[src/rtl/and_seq_pkg.sv]
// and_seq_pkg: shared states and helpers for the AND gate self-test sequencer
package and_seq_pkg;
   typedef enum logic [2:0] {IDLE, APPLY, CHECK, HOLD, DONE} state_t;
   localparam int MAX_INPUTS = 4;
   function automatic logic expected_and(input logic [MAX_INPUTS-1:0] v, input int n);
      logic r;
      r = 1'b1;
      for (int i = 0; i < MAX_INPUTS; i++)
         if (i < n) r = r & v[i];
      return r;
   endfunction
   function automatic int cnt_width(input int s, input int d);
      int m;
      m = (s > d) ? s : d;
      return (m > 1) ? $clog2(m) : 1;
   endfunction
endpackage

[src/rtl/and_gate_self_test_seq.sv]
// and_gate_self_test_seq: sweeps every switch vector into the gate and checks the LED against AND
module and_gate_self_test_seq
   import and_seq_pkg::*;
#(
   parameter int NUM_INPUTS    = 2,
   parameter int SETTLE_CYCLES = 2,
   parameter int DWELL_CYCLES  = 10
) (
   input  logic                                 i_Clk,
   input  logic                                 i_Rst,
   input  logic                                 i_Start,
   input  logic                                 i_Led,
   output logic [NUM_INPUTS-1:0]                o_Sw,
   output logic                                 o_Busy,
   output logic                                 o_Done,
   output logic                                 o_Pass,
   output logic [2**NUM_INPUTS-1:0]             o_Fail_Vec,
   output logic [$clog2(2**NUM_INPUTS+1)-1:0]   o_Err_Count
);
   localparam int NV = 2**NUM_INPUTS;
   localparam int EW = $clog2(NV+1);
   localparam int CW = cnt_width(SETTLE_CYCLES, DWELL_CYCLES);
   state_t state, state_n;
   logic [NUM_INPUTS-1:0] vec, vec_n;
   logic [CW-1:0] cnt, cnt_n;
   logic [NV-1:0] fail_n;
   logic [EW-1:0] err_n;
   logic pass_n, done_n;
   assign o_Busy = state != IDLE;
   assign o_Sw   = (state == APPLY || state == CHECK || state == HOLD) ? vec : '0;
   always_comb begin
      state_n = state;
      vec_n   = vec;
      cnt_n   = cnt;
      fail_n  = o_Fail_Vec;
      err_n   = o_Err_Count;
      pass_n  = o_Pass;
      done_n  = 1'b0;
      case (state)
         IDLE: if (i_Start) begin
            fail_n  = '0;
            err_n   = '0;
            pass_n  = 1'b0;
            vec_n   = '0;
            cnt_n   = '0;
            state_n = APPLY;
         end
         APPLY: if (cnt == CW'(SETTLE_CYCLES-1)) begin
            cnt_n   = '0;
            state_n = CHECK;
         end else cnt_n = cnt + 1'b1;
         CHECK: begin
            if (i_Led != expected_and(MAX_INPUTS'(vec), NUM_INPUTS)) begin
               fail_n[vec] = 1'b1;
               err_n       = o_Err_Count + 1'b1;
            end
            cnt_n   = '0;
            state_n = HOLD;
         end
         HOLD: if (cnt == CW'(DWELL_CYCLES-1)) begin
            cnt_n = '0;
            // terminal compare precedes the increment so vec never wraps
            if (&vec) begin
               state_n = DONE;
               done_n  = 1'b1;
               pass_n  = ~|o_Fail_Vec;
            end else begin
               vec_n   = vec + 1'b1;
               state_n = APPLY;
            end
         end else cnt_n = cnt + 1'b1;
         DONE: state_n = IDLE;
         default: state_n = IDLE;
      endcase
   end
   always_ff @(posedge i_Clk or posedge i_Rst)
      if (i_Rst) begin
         state       <= IDLE;
         vec         <= '0;
         cnt         <= '0;
         o_Fail_Vec  <= '0;
         o_Err_Count <= '0;
         o_Pass      <= 1'b0;
         o_Done      <= 1'b0;
      end else begin
         state       <= state_n;
         vec         <= vec_n;
         cnt         <= cnt_n;
         o_Fail_Vec  <= fail_n;
         o_Err_Count <= err_n;
         o_Pass      <= pass_n;
         o_Done      <= done_n;
      end
endmodule
[config.mk]
export PLATFORM = sky130hd
export DESIGN_NAME = and_gate_self_test_seq
export DESIGN_NICKNAME = d
export VERILOG_FILES = /design/src/rtl/and_seq_pkg.sv /design/src/rtl/and_gate_self_test_seq.sv
export SDC_FILE = /design/constraint.sdc
export NUM_CORES = 1
export LEC_CHECK = 0
export ABC_AREA = 1
export CAP_MARGIN = 20
export CORE_ASPECT_RATIO = 0.7
export CORE_MARGIN = 3
export CORE_UTILIZATION = 35
export DETAILED_ROUTE_END_ITERATION = 16
export PLACE_DENSITY = 0.54
export SYNTH_ARGS = -nofsm -noshare
export SYNTH_HDL_FRONTEND = slang
export SYNTH_SLANG_ARGS = --single-unit
[constraint.sdc]
create_clock -name i_Clk -period 3.1 [get_ports i_Clk]
set_clock_uncertainty 0.15 [all_clocks]
set_input_delay 0.465 -clock i_Clk [delete_from_list [all_inputs] [get_ports i_Clk]]
set_output_delay 0.465 -clock i_Clk [all_outputs]
set_load 0.02 [all_outputs]
==> summary.md <==
| Metric | Value |
|---|---|
| Die Wd | `72.3 um` |
| Arithmetic-cell share of the synthesized area counting full adders, half adders and majority gates | `0.0814` |
| Combinational family with the most area after synthesis | `simple AND/OR/NAND/NOR gates` |
| Layout cell share with drive strength beyond 1 | `0.0736` |
| Number of hold-repair buffers added at the cts stage | `0` |
| Crit-path max FO | `7` |
| Slack of the worst reg-to-reg path | `1.44 ns` |
| Total vias in the final route | `931` |
| Total global routing track utilization | `0.145` |
| Net count after synthesis | `155` |
| IR Drop Worst-Case VDD | `0.000188 V` |
| Clock network latency to the later pin of the worst-skew pair | `0.25 ns` |
| Number of design rule violations left after detail routing | `0` |
| Initial antenna violation count | `0` |
| Ordered list of cells on the worst path | `inv_2 > nand3_1 > nand2_1 > nor2_1 > nor2_1 > clkdlybuf4s50_1` |
| Final HPWL from detailed placement | `1.74 mm` |
| Fillers | `300` |
| Drt first-iter violations | `40` |
| Maximum number of pins on one net before global-route repair | `19` |
| Number of register bits inferred by synthesis | `18` |
| Global-route wire length before repair | `4.12 mm` |
| Post-synthesis cell count | `144` |
| Main area contributors after synthesis | `sky130_fd_sc_hd__dfrtp_1, sky130_fd_sc_hd__nand2_1, sky130_fd_sc_hd__ha_1` |
| Yosys top cell area share | `0.419` |
| HP Class | `reg -> reg` |
| Average instance area after synthesis | `7.47 um2` |
| Startpoint-to-endpoint class of the critical path | `reg -> out` |
| Post-route setup TNS | `0 ns` |
| Avg WL per Cell | `11.7 um` |
| Final Slew Violations | `0` |
| Run status | `complete, no violations` |
| P_leak | `0.000709 uW` |
| Count of nets after finishing | `175` |
| Full die area | `0.00379 mm2` |
| Post-CTS Resized | `0` |
| Synth Warn # | `0` |
| Number of input and output port buffers inserted | `15` |
| Via density | `4.68` |
| Simple-gate share of the synthesized area | `0.381` |
| GRT Residual Overflow | `0` |
| Start point of the critical path | `state[0]$_DFFE_PP0P_` |
| Delay contributed by the slowest stage of the critical path | `0.61 ns` |
| XOR/XNOR Fraction of Synth Area | `0.0163` |
| Total power | `490 uW` |
| Most common library cell in the layout ignoring fill and taps | `sky130_fd_sc_hd__nand2_1` |
| Y dimension of the die | `52.4 um` |
| Sinks on the clock net | `18` |
| CTS tree | `done` |
| Most area-hungry cell type in the Yosys netlist | `sky130_fd_sc_hd__dfrtp_1` |
| Clock root buffer | `sky130_fd_sc_hd__clkbuf_8` |
| Most frequent cells in the layout | `sky130_fd_sc_hd__nand2_1, sky130_fd_sc_hd__nor2_1, sky130_fd_sc_hd__dfrtp_1, sky130_fd_sc_hd__nand3_1` |
| CP Capture Type | `output pin` |
| Time the final worst path needs with I/O delays and setup | `2.63 ns` |
| Count of different cell masters after synthesis | `19` |
| GPL Wtd Cong | `0.822` |
| Number of hold violations in the final report | `0` |
| Arrival time reported for the critical path endpoint | `2.02 ns` |
| Clock-pin slew on the worst setup and hold paths | `0.07 ns` |
| Pwr Density | `369 mW/mm2` |
| Unrepaired setup endpoints after global routing | `false` |
| Highest achievable clock rate | `380 MHz` |
| Required time of the critical path | `2.48 ns` |
| Slowest cell on the critical path | `sky130_fd_sc_hd__clkdlybuf4s50_1` |
| Starting density of the core | `0.376` |
| Worst Max-Slew Pin Slew | `0.709 ns` |
| Count of final setup violators | `0` |
| TritonRoute pass-1 iters | `4` |
| Area added between synthesis and finish | `23.3%` |
| Site row count | `16` |
| Count of maximum capacitance violations | `0` |
| Number of cells in the finished layout apart from fillers | `199` |
| Deepest clock path buffer count | `2` |
| Worst min-delay path startpoint | `o_Pass$_DFFE_PP0P_` |
| Wire length reported by the detailed router | `2.33 mm` |
| Final antenna-violating net count | `0` |
| Launching element type of the critical path | `flip-flop` |
| Diode count | `0` |
| Crit-path most repeated cell | `sky130_fd_sc_hd__nor2_1` |
| CTS H-tree lvls | `1` |
| Post-CTS repair timing setup buffer count | `0` |
| Ratio of final minimum period to clock period | `0.849` |
| Synthesized cell area | `0.00108 mm2` |
| Reg2Reg Launch Point | `cnt[1]$_DFFE_PP0P_` |
| Slew Limit Headroom | `0.527` |
| Number of CTS-inserted buffers | `3` |
| Share of synthesized area occupied by flip-flops and latches | `0.419` |
| Number of global-route vias before repair | `888` |
| I/O pin total | `16` |
| Share of synthesized area spent on multiplexers | `0` |
| Core footprint | `0.00286 mm2` |
| Number of cells in the design after placement | `195` |
| Area fraction in compound gates after synthesis | `0.0430` |
final cells by class:
cell class	instances	area, um2	area share
Multi-Input combinational cell	109	562	0.424
Sequential cell	18	450	0.340
Timing Repair Buffer	15	150	0.113
Inverter	17	63.8	0.0481
Clock buffer	4	55.1	0.0415
Tap cell	36	45.0	0.0340
metal layers:
metal / vias up / routed length, um / part of all wire / track usage
li1: 488 / - / - / -
met1: 418 / 1190 / 0.51 / 0.195
met2: 23 / 1000 / 0.43 / 0.222
met3: 2 / 128 / 0.055 / 0.0479
met4: 0 / 15 / 0.0064 / 0.0375
met5: - / 0 / 0 / 0
path summary, 6_finish.rpt:
kind                            cells after the start                    endpoint
worst max-delay path                                6                     o_Sw[0]
worst min-delay path                                2          o_Pass$_DFFE_PP0P_
worst max register to register                      7          vec[1]$_DFFE_PP0P_
worst min register to register                      2          o_Pass$_DFFE_PP0P_
max in group asynchronous                           2          vec[1]$_DFFE_PP0P_
min in group asynchronous                           2  o_Err_Count[2]$_DFFE_PP0P_
kinds of logic after synthesis:
kind of cell    count (synthesis)
buf+inv                        17
compound gates                  9
flops                          18
fa+ha+maj                       7
xor+xnor                        2
simple gates                   91
state kept, by name, summed over array words and instances (netlist names):
name	cells
cnt	4
o_Done	1
o_Err_Count	3
o_Fail_Vec	4
o_Pass	1
state	3
vec	2
critical path, delay by kind of cell (launching register included):
family        cells  cell delay (ns)
simple gates      4             0.55
flops             1             0.45
buf+inv           2             0.76
per-stage QoR:
step	setup slack [ns]	area [um2]	hold WS, ns	utilization
after floorplan	1.32	1080	0.254	-
after global placement	0.809	1270	0.305	0.444
after detailed placement	0.762	1270	0.318	0.444
after CTS	0.471	1330	0.337	0.463
after global routing	0.322	1330	0.372	0.463
final	0.469	1330	0.330	0.463
power by group:
group          internal (uW)  switching (uW)  total [uW]
combinational           23.4            25.8        49.2
clock                    113            77.6         190
sequential               242            7.59         250
total                    379             111         490
Yosys cell counts:
master,number
sky130_fd_sc_hd__nand2_1,46
sky130_fd_sc_hd__nor2_1,20
sky130_fd_sc_hd__dfrtp_1,18
sky130_fd_sc_hd__nand3_1,17
sky130_fd_sc_hd__inv_1,15
sky130_fd_sc_hd__ha_1,7
sky130_fd_sc_hd__o21ai_0,7
sky130_fd_sc_hd__inv_2,2
sky130_fd_sc_hd__nand2_4,2
sky130_fd_sc_hd__a21oi_1,1
sky130_fd_sc_hd__a31oi_1,1
sky130_fd_sc_hd__nand2_2,1
sky130_fd_sc_hd__nand3_4,1
sky130_fd_sc_hd__nand3b_1,1
sky130_fd_sc_hd__nand4_1,1
sky130_fd_sc_hd__nor2_2,1
sky130_fd_sc_hd__nor2_4,1
sky130_fd_sc_hd__xnor2_1,1
sky130_fd_sc_hd__xor2_1,1
(Power assumes the default switching activity.)
